==> src/rtl/multi_cycle_ctrl.sv <==
// Control FSM for the multi-cycle MIPS datapath with a shared instruction/data memory.
// Optional performance counters are built only when MCC_PERF_CNT_EN is defined.
module multi_cycle_ctrl (
  input  logic        clk_i,
  input  logic        rst_n,
  input  logic [5:0]  instr_op_i,
  input  logic        mem_ready_i,
  input  logic        zero_i,
  output logic        pc_write_o,
  output logic        pc_write_cond_o,
  output logic        branch_type_o,
  output logic [1:0]  pc_source_o,
  output logic        iord_o,
  output logic        mem_read_o,
  output logic        mem_write_o,
  output logic        ir_write_o,
  output logic        reg_dst_o,
  output logic        memto_reg_o,
  output logic        reg_write_o,
  output logic        alu_src_a_o,
  output logic [1:0]  alu_src_b_o,
  output logic [2:0]  alu_op_o,
  output logic        illegal_o,
  output logic [3:0]  state_o,
  output logic [31:0] cycle_cnt_o,
  output logic [31:0] retired_cnt_o
);

  localparam logic [3:0] S_IDLE     = 4'd0;
  localparam logic [3:0] S_FETCH    = 4'd1;
  localparam logic [3:0] S_DECODE   = 4'd2;
  localparam logic [3:0] S_MEM_ADDR = 4'd3;
  localparam logic [3:0] S_MEM_RD   = 4'd4;
  localparam logic [3:0] S_MEM_WB   = 4'd5;
  localparam logic [3:0] S_MEM_WR   = 4'd6;
  localparam logic [3:0] S_EXEC_R   = 4'd7;
  localparam logic [3:0] S_R_WB     = 4'd8;
  localparam logic [3:0] S_EXEC_I   = 4'd9;
  localparam logic [3:0] S_I_WB     = 4'd10;
  localparam logic [3:0] S_BRANCH   = 4'd11;
  localparam logic [3:0] S_JUMP     = 4'd12;

  localparam logic [5:0] OP_RTYPE = 6'h00;
  localparam logic [5:0] OP_ADDI  = 6'h08;
  localparam logic [5:0] OP_LW    = 6'h23;
  localparam logic [5:0] OP_SW    = 6'h2B;
  localparam logic [5:0] OP_BEQ   = 6'h04;
  localparam logic [5:0] OP_BNE   = 6'h05;
  localparam logic [5:0] OP_J     = 6'h02;

  logic [3:0] state_q, state_d;

  // The branch decision itself is made in the datapath; the flag is only carried here.
  logic unused_zero;
  assign unused_zero = zero_i;

  always_comb begin
    // NOTE: every combinational output gets a default first, so no path leaves a latch.
    state_d = S_FETCH;
    unique case (state_q)
      S_IDLE:     state_d = S_FETCH;
      S_FETCH:    state_d = mem_ready_i ? S_DECODE : S_FETCH;
      S_DECODE: begin
        unique case (instr_op_i)
          OP_LW, OP_SW:   state_d = S_MEM_ADDR;
          OP_RTYPE:       state_d = S_EXEC_R;
          OP_ADDI:        state_d = S_EXEC_I;
          OP_BEQ, OP_BNE: state_d = S_BRANCH;
          OP_J:           state_d = S_JUMP;
          default:        state_d = S_FETCH;
        endcase
      end
      S_MEM_ADDR: state_d = (instr_op_i == OP_SW) ? S_MEM_WR : S_MEM_RD;
      S_MEM_RD:   state_d = mem_ready_i ? S_MEM_WB : S_MEM_RD;
      S_MEM_WB:   state_d = S_FETCH;
      S_MEM_WR:   state_d = mem_ready_i ? S_FETCH : S_MEM_WR;
      S_EXEC_R:   state_d = S_R_WB;
      S_R_WB:     state_d = S_FETCH;
      S_EXEC_I:   state_d = S_I_WB;
      S_I_WB:     state_d = S_FETCH;
      S_BRANCH:   state_d = S_FETCH;
      S_JUMP:     state_d = S_FETCH;
      default:    state_d = S_FETCH;
    endcase
  end

  always_ff @(posedge clk_i or negedge rst_n) begin
    // NOTE: sequential state uses non-blocking assignments so all flops update together.
    if (!rst_n) state_q <= S_IDLE;
    else        state_q <= state_d;
  end

  always_comb begin
    pc_write_o      = 1'b0;
    pc_write_cond_o = 1'b0;
    branch_type_o   = 1'b0;
    pc_source_o     = 2'b00;
    iord_o          = 1'b0;
    mem_read_o      = 1'b0;
    mem_write_o     = 1'b0;
    ir_write_o      = 1'b0;
    reg_dst_o       = 1'b0;
    memto_reg_o     = 1'b0;
    reg_write_o     = 1'b0;
    alu_src_a_o     = 1'b0;
    alu_src_b_o     = 2'b00;
    alu_op_o        = 3'b000;
    illegal_o       = 1'b0;
    unique case (state_q)
      S_FETCH: begin
        mem_read_o  = 1'b1;
        alu_src_b_o = 2'b01;
        ir_write_o  = mem_ready_i;
        pc_write_o  = mem_ready_i;
      end
      S_DECODE: begin
        alu_src_b_o = 2'b11;
        illegal_o   = !(instr_op_i inside {OP_RTYPE, OP_ADDI, OP_LW, OP_SW,
                                           OP_BEQ, OP_BNE, OP_J});
      end
      S_MEM_ADDR, S_EXEC_I: begin
        alu_src_a_o = 1'b1;
        alu_src_b_o = 2'b10;
      end
      S_MEM_RD: begin
        mem_read_o = 1'b1;
        iord_o     = 1'b1;
      end
      S_MEM_WB: begin
        reg_write_o = 1'b1;
        memto_reg_o = 1'b1;
      end
      S_MEM_WR: begin
        mem_write_o = 1'b1;
        iord_o      = 1'b1;
      end
      S_EXEC_R: begin
        alu_src_a_o = 1'b1;
        alu_op_o    = 3'b010;
      end
      S_R_WB: begin
        reg_write_o = 1'b1;
        reg_dst_o   = 1'b1;
      end
      S_I_WB: reg_write_o = 1'b1;
      S_BRANCH: begin
        alu_src_a_o     = 1'b1;
        alu_op_o        = 3'b001;
        pc_source_o     = 2'b01;
        pc_write_cond_o = 1'b1;
        branch_type_o   = (instr_op_i == OP_BNE);
      end
      S_JUMP: begin
        pc_write_o  = 1'b1;
        pc_source_o = 2'b10;
      end
      default: ;
    endcase
  end

  assign state_o = state_q;

`ifdef MCC_PERF_CNT_EN
  logic        retire;
  logic [31:0] cycle_cnt_q, cycle_cnt_d;
  logic [31:0] retired_cnt_q, retired_cnt_d;

  assign retire = (state_q == S_MEM_WB) || (state_q == S_R_WB) ||
                  (state_q == S_I_WB)   || (state_q == S_BRANCH) ||
                  (state_q == S_JUMP)   || ((state_q == S_MEM_WR) && mem_ready_i);

  always_comb begin
    cycle_cnt_d   = cycle_cnt_q + 32'd1;
    retired_cnt_d = retired_cnt_q + {31'd0, retire};
  end

  always_ff @(posedge clk_i or negedge rst_n) begin
    if (!rst_n) begin
      cycle_cnt_q   <= '0;
      retired_cnt_q <= '0;
    end else begin
      cycle_cnt_q   <= cycle_cnt_d;
      retired_cnt_q <= retired_cnt_d;
    end
  end

  assign cycle_cnt_o   = cycle_cnt_q;
  assign retired_cnt_o = retired_cnt_q;
`else
  assign cycle_cnt_o   = '0;
  assign retired_cnt_o = '0;
`endif

endmodule

==> config.mk <==
export PLATFORM = sky130hd
export DESIGN_NAME = multi_cycle_ctrl
export DESIGN_NICKNAME = d
export VERILOG_FILES = /design/src/rtl/multi_cycle_ctrl.sv
export SDC_FILE = /design/constraint.sdc
export NUM_CORES = 1
export LEC_CHECK = 0
export ABC_CLOCK_PERIOD_IN_PS = 1390
export CORE_UTILIZATION = 31
export CTS_BUF_LIST = sky130_fd_sc_hd__clkbuf_4 sky130_fd_sc_hd__clkbuf_8 sky130_fd_sc_hd__clkbuf_16
export CTS_CLUSTER_DIAMETER = 40
export CTS_CLUSTER_SIZE = 25
export DETAILED_ROUTE_END_ITERATION = 10
export GPL_TIMING_DRIVEN = 0
export HOLD_SLACK_MARGIN = 0.12
export PLACE_DENSITY_LB_ADDON = 0.1
export SLEW_MARGIN = 20
export SYNTH_ARGS = -nofsm -noshare
export SYNTH_HDL_FRONTEND = slang
export SYNTH_SLANG_ARGS = --single-unit
==> constraint.sdc <==
create_clock -name clk_i -period 1.39 [get_ports clk_i]
set_input_delay 0.2085 -clock clk_i [delete_from_list [all_inputs] [get_ports clk_i]]
set_output_delay 0.2085 -clock clk_i [all_outputs]
set_load 0.01 [all_outputs]
Word-level counts from Yosys, hierarchy flattened
Cells that the tools add are included.
Cells by class
  equal/unequal tests: 18
  multiplexer cells: 21
  reductions and logical operators: 10
Operators by type and width (count)
  $pmux 4 s7: 1
  $eq 4x4->1 const B: 5
  $pmux 4 s5: 1
  $eq 4x3->1 const B: 4
  $eq 6x3->1 const B: 2
  $eq 6x6->1 const B: 2
  $mux 1: 12
  $reduce_or 2->1: 5
  $eq 4x2->1 const B: 2
  $pmux 2 s2: 2
  $reduce_bool 7->1: 1
  $eq 6x2->1 const B: 1
  $eq 6x4->1 const B: 1
  $logic_not 6->1: 1
  $pmux 2 s3: 1
  $eq 4x1->1 const B: 1
  $mux 2: 2
  $reduce_or 4->1: 1
  $mux 3: 1
  $reduce_or 3->1: 1
  $pmux 1 s2: 1
  $logic_not 1->1: 1
Word-level totals
  register bits: 4
  output and inout port bits: 87

Longest topological paths before layout
Gate-level depths: netlist of run 1.
  depth after elaboration: 4
  depth in mapped cells: 4
  depth with buffers taken out: 3

Worst setup path after synthesis of run 1
OpenSTA, ideal clock, no wires.
  path kind: flip-flop to output port
  start point: register state_q[0], in the netlist state_o[0]
  end point: output illegal_o
  data arrival time: 1275 ps
  required time: 1182 ps
  slack: -94 ps
  cell stages (with the launch flop): 4
  path buffers: 0
  cells stage by stage: dfrtp_1 -> nand2b_1 -> or3_1 -> nor3_1
On the way
  word-level cells in the longest chain between the ends: 2
RTL lines
  start: declaration: line 51  | logic [3:0] state_q, state_d;
  start signal: assignment: line 90  | else state_q <= state_d;
  $eq 4x2->1: line 109  | unique case (state_q)
  $mux 1: line 109
  end: declaration: line 23  | output logic illegal_o,
No other way between the ends.

Worst setup path in the final report of run 1
  start point: register state_q[2], in the netlist state_o[2]
  end point: output illegal_o
Same word-level chain as after synthesis.

==> results of run 1 <==
[layer usage]
layer  wire [um]  track usage  up-vias
li1            -            -      579
met1        1140        0.171      487
met2        1430        0.256       51
met3         197       0.0216        0
met4           0       0.0432        0
met5           0            0        -
[final timing paths]
| kind | start | end | cells after the start | slack (ns) |
|---|---|---|---|---|
| setup / recovery | state_o[2] | illegal_o | 4 | -0.30 |
| hold / removal | rst_n | state_o[2] | 1 | 0.17 |
| setup reg to reg | state_o[1] | state_o[3] | 6 | -0.09 |
| hold reg to reg | state_o[3] | state_o[1] | 3 | 0.74 |
| max in group asynchronous | rst_n | state_o[3] | 1 | 1.03 |
| min in group clk_i | instr_op_i[4] | state_o[1] | 2 | 0.48 |
[cells in the mapped netlist (2+ instances only)]
| library cell | instances |
|---|---|
| a21boi_0 | 2 |
| a21oi_1 | 4 |
| buf_2 | 3 |
| buf_4 | 68 |
| dfrtp_1 | 4 |
| nand2_1 | 4 |
| nand2b_1 | 7 |
| nor2_1 | 9 |
| nor2b_1 | 3 |
| nor3_1 | 6 |
| o31ai_1 | 2 |
[cell type report]
cell class	instances	share of cell area
plain buffers	70	0.274
clock buffers	3	0.0115
multi-input cells	127	0.418
flip-flops and latches	4	0.0530
well taps	44	0.0281
repair buffers	52	0.216
[through the flow]
step | cells | area (sq um) | util | setup WS (ns) | TNS [ns]
floorplan | 202 | 1290 | - | -0.0334 | -0.0334
global placement | 276 | 1650 | 0.526 | -0.935 | -8.32
detailed placement | 276 | 1650 | 0.526 | -0.948 | -8.44
CTS | 294 | 1850 | 0.591 | -0.312 | -2.66
global route | 300 | 1960 | 0.627 | -0.346 | -3.96
finish | 300 | 1960 | 0.627 | -0.302 | -2.96
[cells by family (layout without fill, tap and decap cells)]
| family | Yosys count | count (layout) | share of synthesized area |
|---|---|---|---|
| multiplexers | 1 | 1 | 0.00960 |
| other | 1 | 65 | 0.00360 |
| XOR/XNOR | 1 | 1 | 0.00840 |
| buffers and inverters | 71 | 125 | 0.504 |
| AO/OA/AOI/OAI | 20 | 20 | 0.150 |
| AND/OR/NAND/NOR | 40 | 40 | 0.228 |
| flip-flops | 4 | 4 | 0.0960 |
[what timing repair did]
item	4_1_cts	5_1_grt
buffers inserted	14	9
pin swaps	7	11
endpoints found under the setup margin	24	22
hold endpoints to repair	0	0
gates resized for setup	123	21
hold buffers	0	0
cloned	1	0
[power groups by stage]
stage / Combinational (mW) / Sequential, mW / Clock [mW]
after floorplan: 0.813 / 0.234 / 0
after global placement: 1.36 / 0.233 / 0
after detailed placement: 1.36 / 0.233 / 0
after CTS: 1.83 / 0.213 / 0.145
after global routing: 2.30 / 0.216 / 0.162
final: 2.15 / 0.214 / 0.146
==> impl_metrics.json, run 1 <==
{
  "drive_above_1_share": 0.578,
  "die_h_um": 60.0,
  "grt_pass1_vias": 908,
  "numClockSinks": 4,
  "clockBufferDepth": 2,
  "syn_inst": 138,
  "regArea_sq_um": 104,
  "switching_share": 0.441,
  "min_path_type": "input pin to async pin",
  "power_frac_seq": 0.085,
  "synth_warnings": 0,
  "io_pins": 97,
  "ys_top_cells_by_area": "buf_4, dfrtp_1, nand2b_1, nor2_1, nor3_1",
  "setup_ws_ns": -0.302,
  "p_per_area_nw_per_um2": 1280,
  "clkLatencyLatePin_ns": 0.24,
  "crit_path_end_kind": "output pin",
  "ys_ff_latch": 4,
  "dieArea_sq_um": 3600,
  "cts_tree": "built",
  "hpwl_mm": 1.89,
  "ys_seq_area_frac": 0.0960,
  "synthFlopType": "dfrtp_1",
  "drc": 0,
  "worst_setup_hold_path_clk_slew_ns": 0.04,
  "outcome": "finished with violations",
  "detail-route-antenna-nets": 0,
  "grt_usage": 0.142,
  "cts-buffers-inserted": 3,
  "start_kind": "flop",
  "syn-cell-area_sq_um": 1040,
  "row_count": 20,
  "fp.dieW_um": 60.0,
  "crit_arrival_ns": 1.48,
  "grt_remaining_overflow": 0,
  "cts_root_buf": "clkbuf_4",
  "portBuffers": 30,
  "htreeDepth": 1,
  "core-area_sq_um": 3130,
  "synth_top_area_share": 0.490,
  "path_buf_inv": 2,
  "routed_wl_mm": 2.77,
  "synth_top_area_cell": "buf_4",
  "p_clk_frac": 0.058,
  "wire_per_inst_um": 9.23,
  "irDropWorstVdd_mv": 0.417,
  "final_common_cell": "buf_4",
  "cp_cell_sequence": "buf_6 > or3_4 > nor3_2 > buf_2",
  "path_delay_family": "simple AND/OR/NAND/NOR gates",
  "avgViaCountPerCell": 3.72,
  "first_iter_violations": 36,
  "path_class": "flop to output pin",
  "syn_to_final_growth_pct": 88.1,
  "cpPeakStageDelay_ns": 0.43,
  "violations": "negative setup slack",
  "num_vias": 1117,
  "place_congestion": 0.764,
  "cap_violations": 0,
  "total_power_mw": 2.51,
  "syn_area_per_cell_sq_um": 7.55,
  "cp_max_fo": 4,
  "timing.final.crit_period_ns": 1.69,
  "whs_ns": 0.172,
  "largest_reg_flops": 4,
  "antenna_found_initial": 0,
  "initial_utilization": 0.333,
  "comb_power_share": 0.857,
  "synth_edf_count": 0,
  "multiInputGateArea_sq_um": 820,
  "synth_async_sr_flop_share": 1.00,
  "setup_viol": 17,
  "crit_required_ns": 1.18,
  "n_fill_cell": 284,
  "power.switching_mw": 1.11,
  "min_period_over_period": 1.22,
  "grt_pass1_wl_mm": 3.95,
  "p_int_mw": 1.41,
  "finClkSkew_ns": 0.00572,
  "slowest_stage": "dfrtp_2",
  "p_leak_nw": 1.11,
  "first_pass_iters": 4,
  "ys_types": 37,
  "rsz0062_at_grt": "yes",
  "layout_common_cells": "buf_4, conb_1, buf_2",
  "final_nets": 268,
  "fmax_mhz": 591,
  "report.final.slew_viol_count": 0,
  "grt_max_degree": 11,
  "antenna_cells": 0,
  "hold_viol": 0
}
No activity file was read; power rests on OpenSTA's default activity.
==> run 2, diff against run 1 <==
==> constraint.sdc (replaced) <==
create_clock -name clk_i -period 1.39 [get_ports clk_i]
set_input_delay 0.2085 -clock clk_i [delete_from_list [all_inputs] [get_ports clk_i]]
set_output_delay 0.2085 -clock clk_i [all_outputs]
set_load 0.1 [all_outputs]
==> impl_metrics.json, run 2 (synthesized netlist as in run 1, its figures left out) <==
{
  "timing.final.crit_period_ns": 1.88,
  "violations": "negative setup slack",
  "cts_root_buf": "clkbuf_4",
  "final_nets": 267,
  "detail-route-antenna-nets": 0,
  "final_cells": 299,
  "min_period_over_period": 1.35,
  "initial_utilization": 0.333,
  "p_clk_frac": 0.027,
  "path_class": "flop to output pin",
  "placedCellCount": 276,
  "place_congestion": 0.797,
  "syn_to_final_growth_pct": 123,
  "fmax_mhz": 531,
  "worst_slew_pin_slew_ns": 0.958,
  "core-area_sq_um": 3130,
  "min_path_type": "input pin to async pin",
  "met2_usage": 0.292,
  "power_frac_seq": 0.055,
  "wire_per_inst_um": 10.8,
  "grtUsageMet1": 0.184,
  "cts-buffers-inserted": 3,
  "final_common_cell": "buf_4",
  "row_count": 20,
  "setup_ws_ns": -0.493,
  "hold_viol": 0,
  "avgViaCountPerCell": 3.92,
  "ff2ff_path_depth": 6,
  "antenna_cells": 0,
  "power.switching_mw": 3.46,
  "grtUsageMet3": 0.0303,
  "first_iter_violations": 19,
  "clkLatencyLatePin_ns": 0.24,
  "die_h_um": 60.0,
  "slew-limit-headroom": 0.364,
  "routed_wl_mm": 3.23,
  "crit_path_end_kind": "output pin",
  "worst_setup_hold_path_clk_slew_ns": 0.04,
  "start_kind": "flop",
  "portBuffers": 30,
  "largest_reg_flops": 4,
  "p_int_mw": 2.03,
  "num_vias": 1172,
  "total_power_mw": 5.49,
  "drive_above_1_share": 0.612,
  "report.final.slew_viol_count": 0,
  "outcome": "finished with violations",
  "crit_arrival_ns": 1.67,
  "n_fill_cell": 218,
  "grt_pass1_vias": 941,
  "crit_required_ns": 1.18,
  "clockBufferDepth": 2,
  "antenna_found_initial": 0,
  "irDropWorstVdd_mv": 0.800,
  "grt_max_degree": 9,
  "busiest_layer": "met2",
  "numClockSinks": 4,
  "final_util": 0.744,
  "cap_violations": 0,
  "hpwl_mm": 1.93,
  "setup_tns_ns": -6.55,
  "grt_usage": 0.157,
  "io_pins": 97,
  "dieArea_sq_um": 3600,
  "place_ws_ns": -1.61,
  "fp.dieW_um": 60.0,
  "p_per_area_nw_per_um2": 2360,
  "cp_max_fo": 4,
  "switching_share": 0.630,
  "finClkSkew_ns": 0.00408,
  "grt_remaining_overflow": 0,
  "p_leak_nw": 1.20,
  "grt_pass1_wl_mm": 4.24,
  "layout_common_cells": "buf_4, conb_1, buf_12",
  "rsz0062_at_grt": "yes",
  "setup_viol": 21,
  "first_pass_iters": 5,
  "cts_tree": "built",
  "drc": 0,
  "comb_power_share": 0.919,
  "htreeDepth": 1
}
==> run 2: changes by cell type in the layout (fill, tap and decap cells not counted), sizes merged <==
cell,delta
clkdlybuf4s15,-6
clkbuf,-1
dlygate4sd2,-3
buf,+8
clkdlybuf4s50,+1
==> run 2: what timing repair did <==
action                                  CTS  global route
pin swaps                                13            12
hold buffers                              0             0
buffers inserted                         14             7
hold endpoints to repair                  0             0
endpoints found under the setup margin   25            24
resized for setup                       205            28
==> run 2: routing by layer <==
layer	wire [um]	share of wire	vias up
li1	-	-	573
met1	1190	0.37	515
met2	1750	0.54	80
met3	278	0.086	4
met4	22	0.0068	0
met5	0	0	-
==> run 2: path summary, 6_finish.rpt <==
check / slack (ns) / endpoint / start
max in group asynchronous: 1.03 / state_o[1] / rst_n
hold / removal: 0.17 / state_o[0] / rst_n
setup / recovery: -0.49 / illegal_o / state_o[3]
hold reg to reg: 0.76 / state_o[1] / state_o[2]
setup reg to reg: -0.23 / state_o[1] / state_o[3]
min in group clk_i: 0.26 / state_o[1] / instr_op_i[4]
==> run 2: power by group through the flow <==
stage,combinational (mW),clock (mW),sequential [mW]
6_report,5.05,0.147,0.301
5_1_grt,5.20,0.160,0.305
4_1_cts,4.49,0.148,0.295
3_5_place_dp,3.73,0,0.292
3_3_place_gp,3.73,0,0.292
2_1_floorplan,2.92,0,0.596
==> run 2: metrics by stage <==
step	cell area (sq um)	hold WS, ns
2_1_floorplan	1480	-0.0871
3_3_place_gp	1830	0.420
3_5_place_dp	1830	0.426
4_1_cts	2170	0.175
5_1_grt	2330	0.188
6_report	2330	0.169
==> run 2: final cells by class <==
type | count | area (sq um) | share of cell area
sequential | 4 | 115 | 0.0495
multi-input combinational | 127 | 923 | 0.397
tap | 44 | 55.1 | 0.0237
clock buffer | 3 | 22.5 | 0.00968
buffer | 71 | 584 | 0.251
timing repair buffer | 50 | 626 | 0.269
==> run 2: worst max-delay path, stage by stage, from the launching register on <==
cell and delay (ns):
dfrtp_4 0.50, buf_8 0.13, or3_4 0.39, nor3_4 0.22, buf_12 0.20
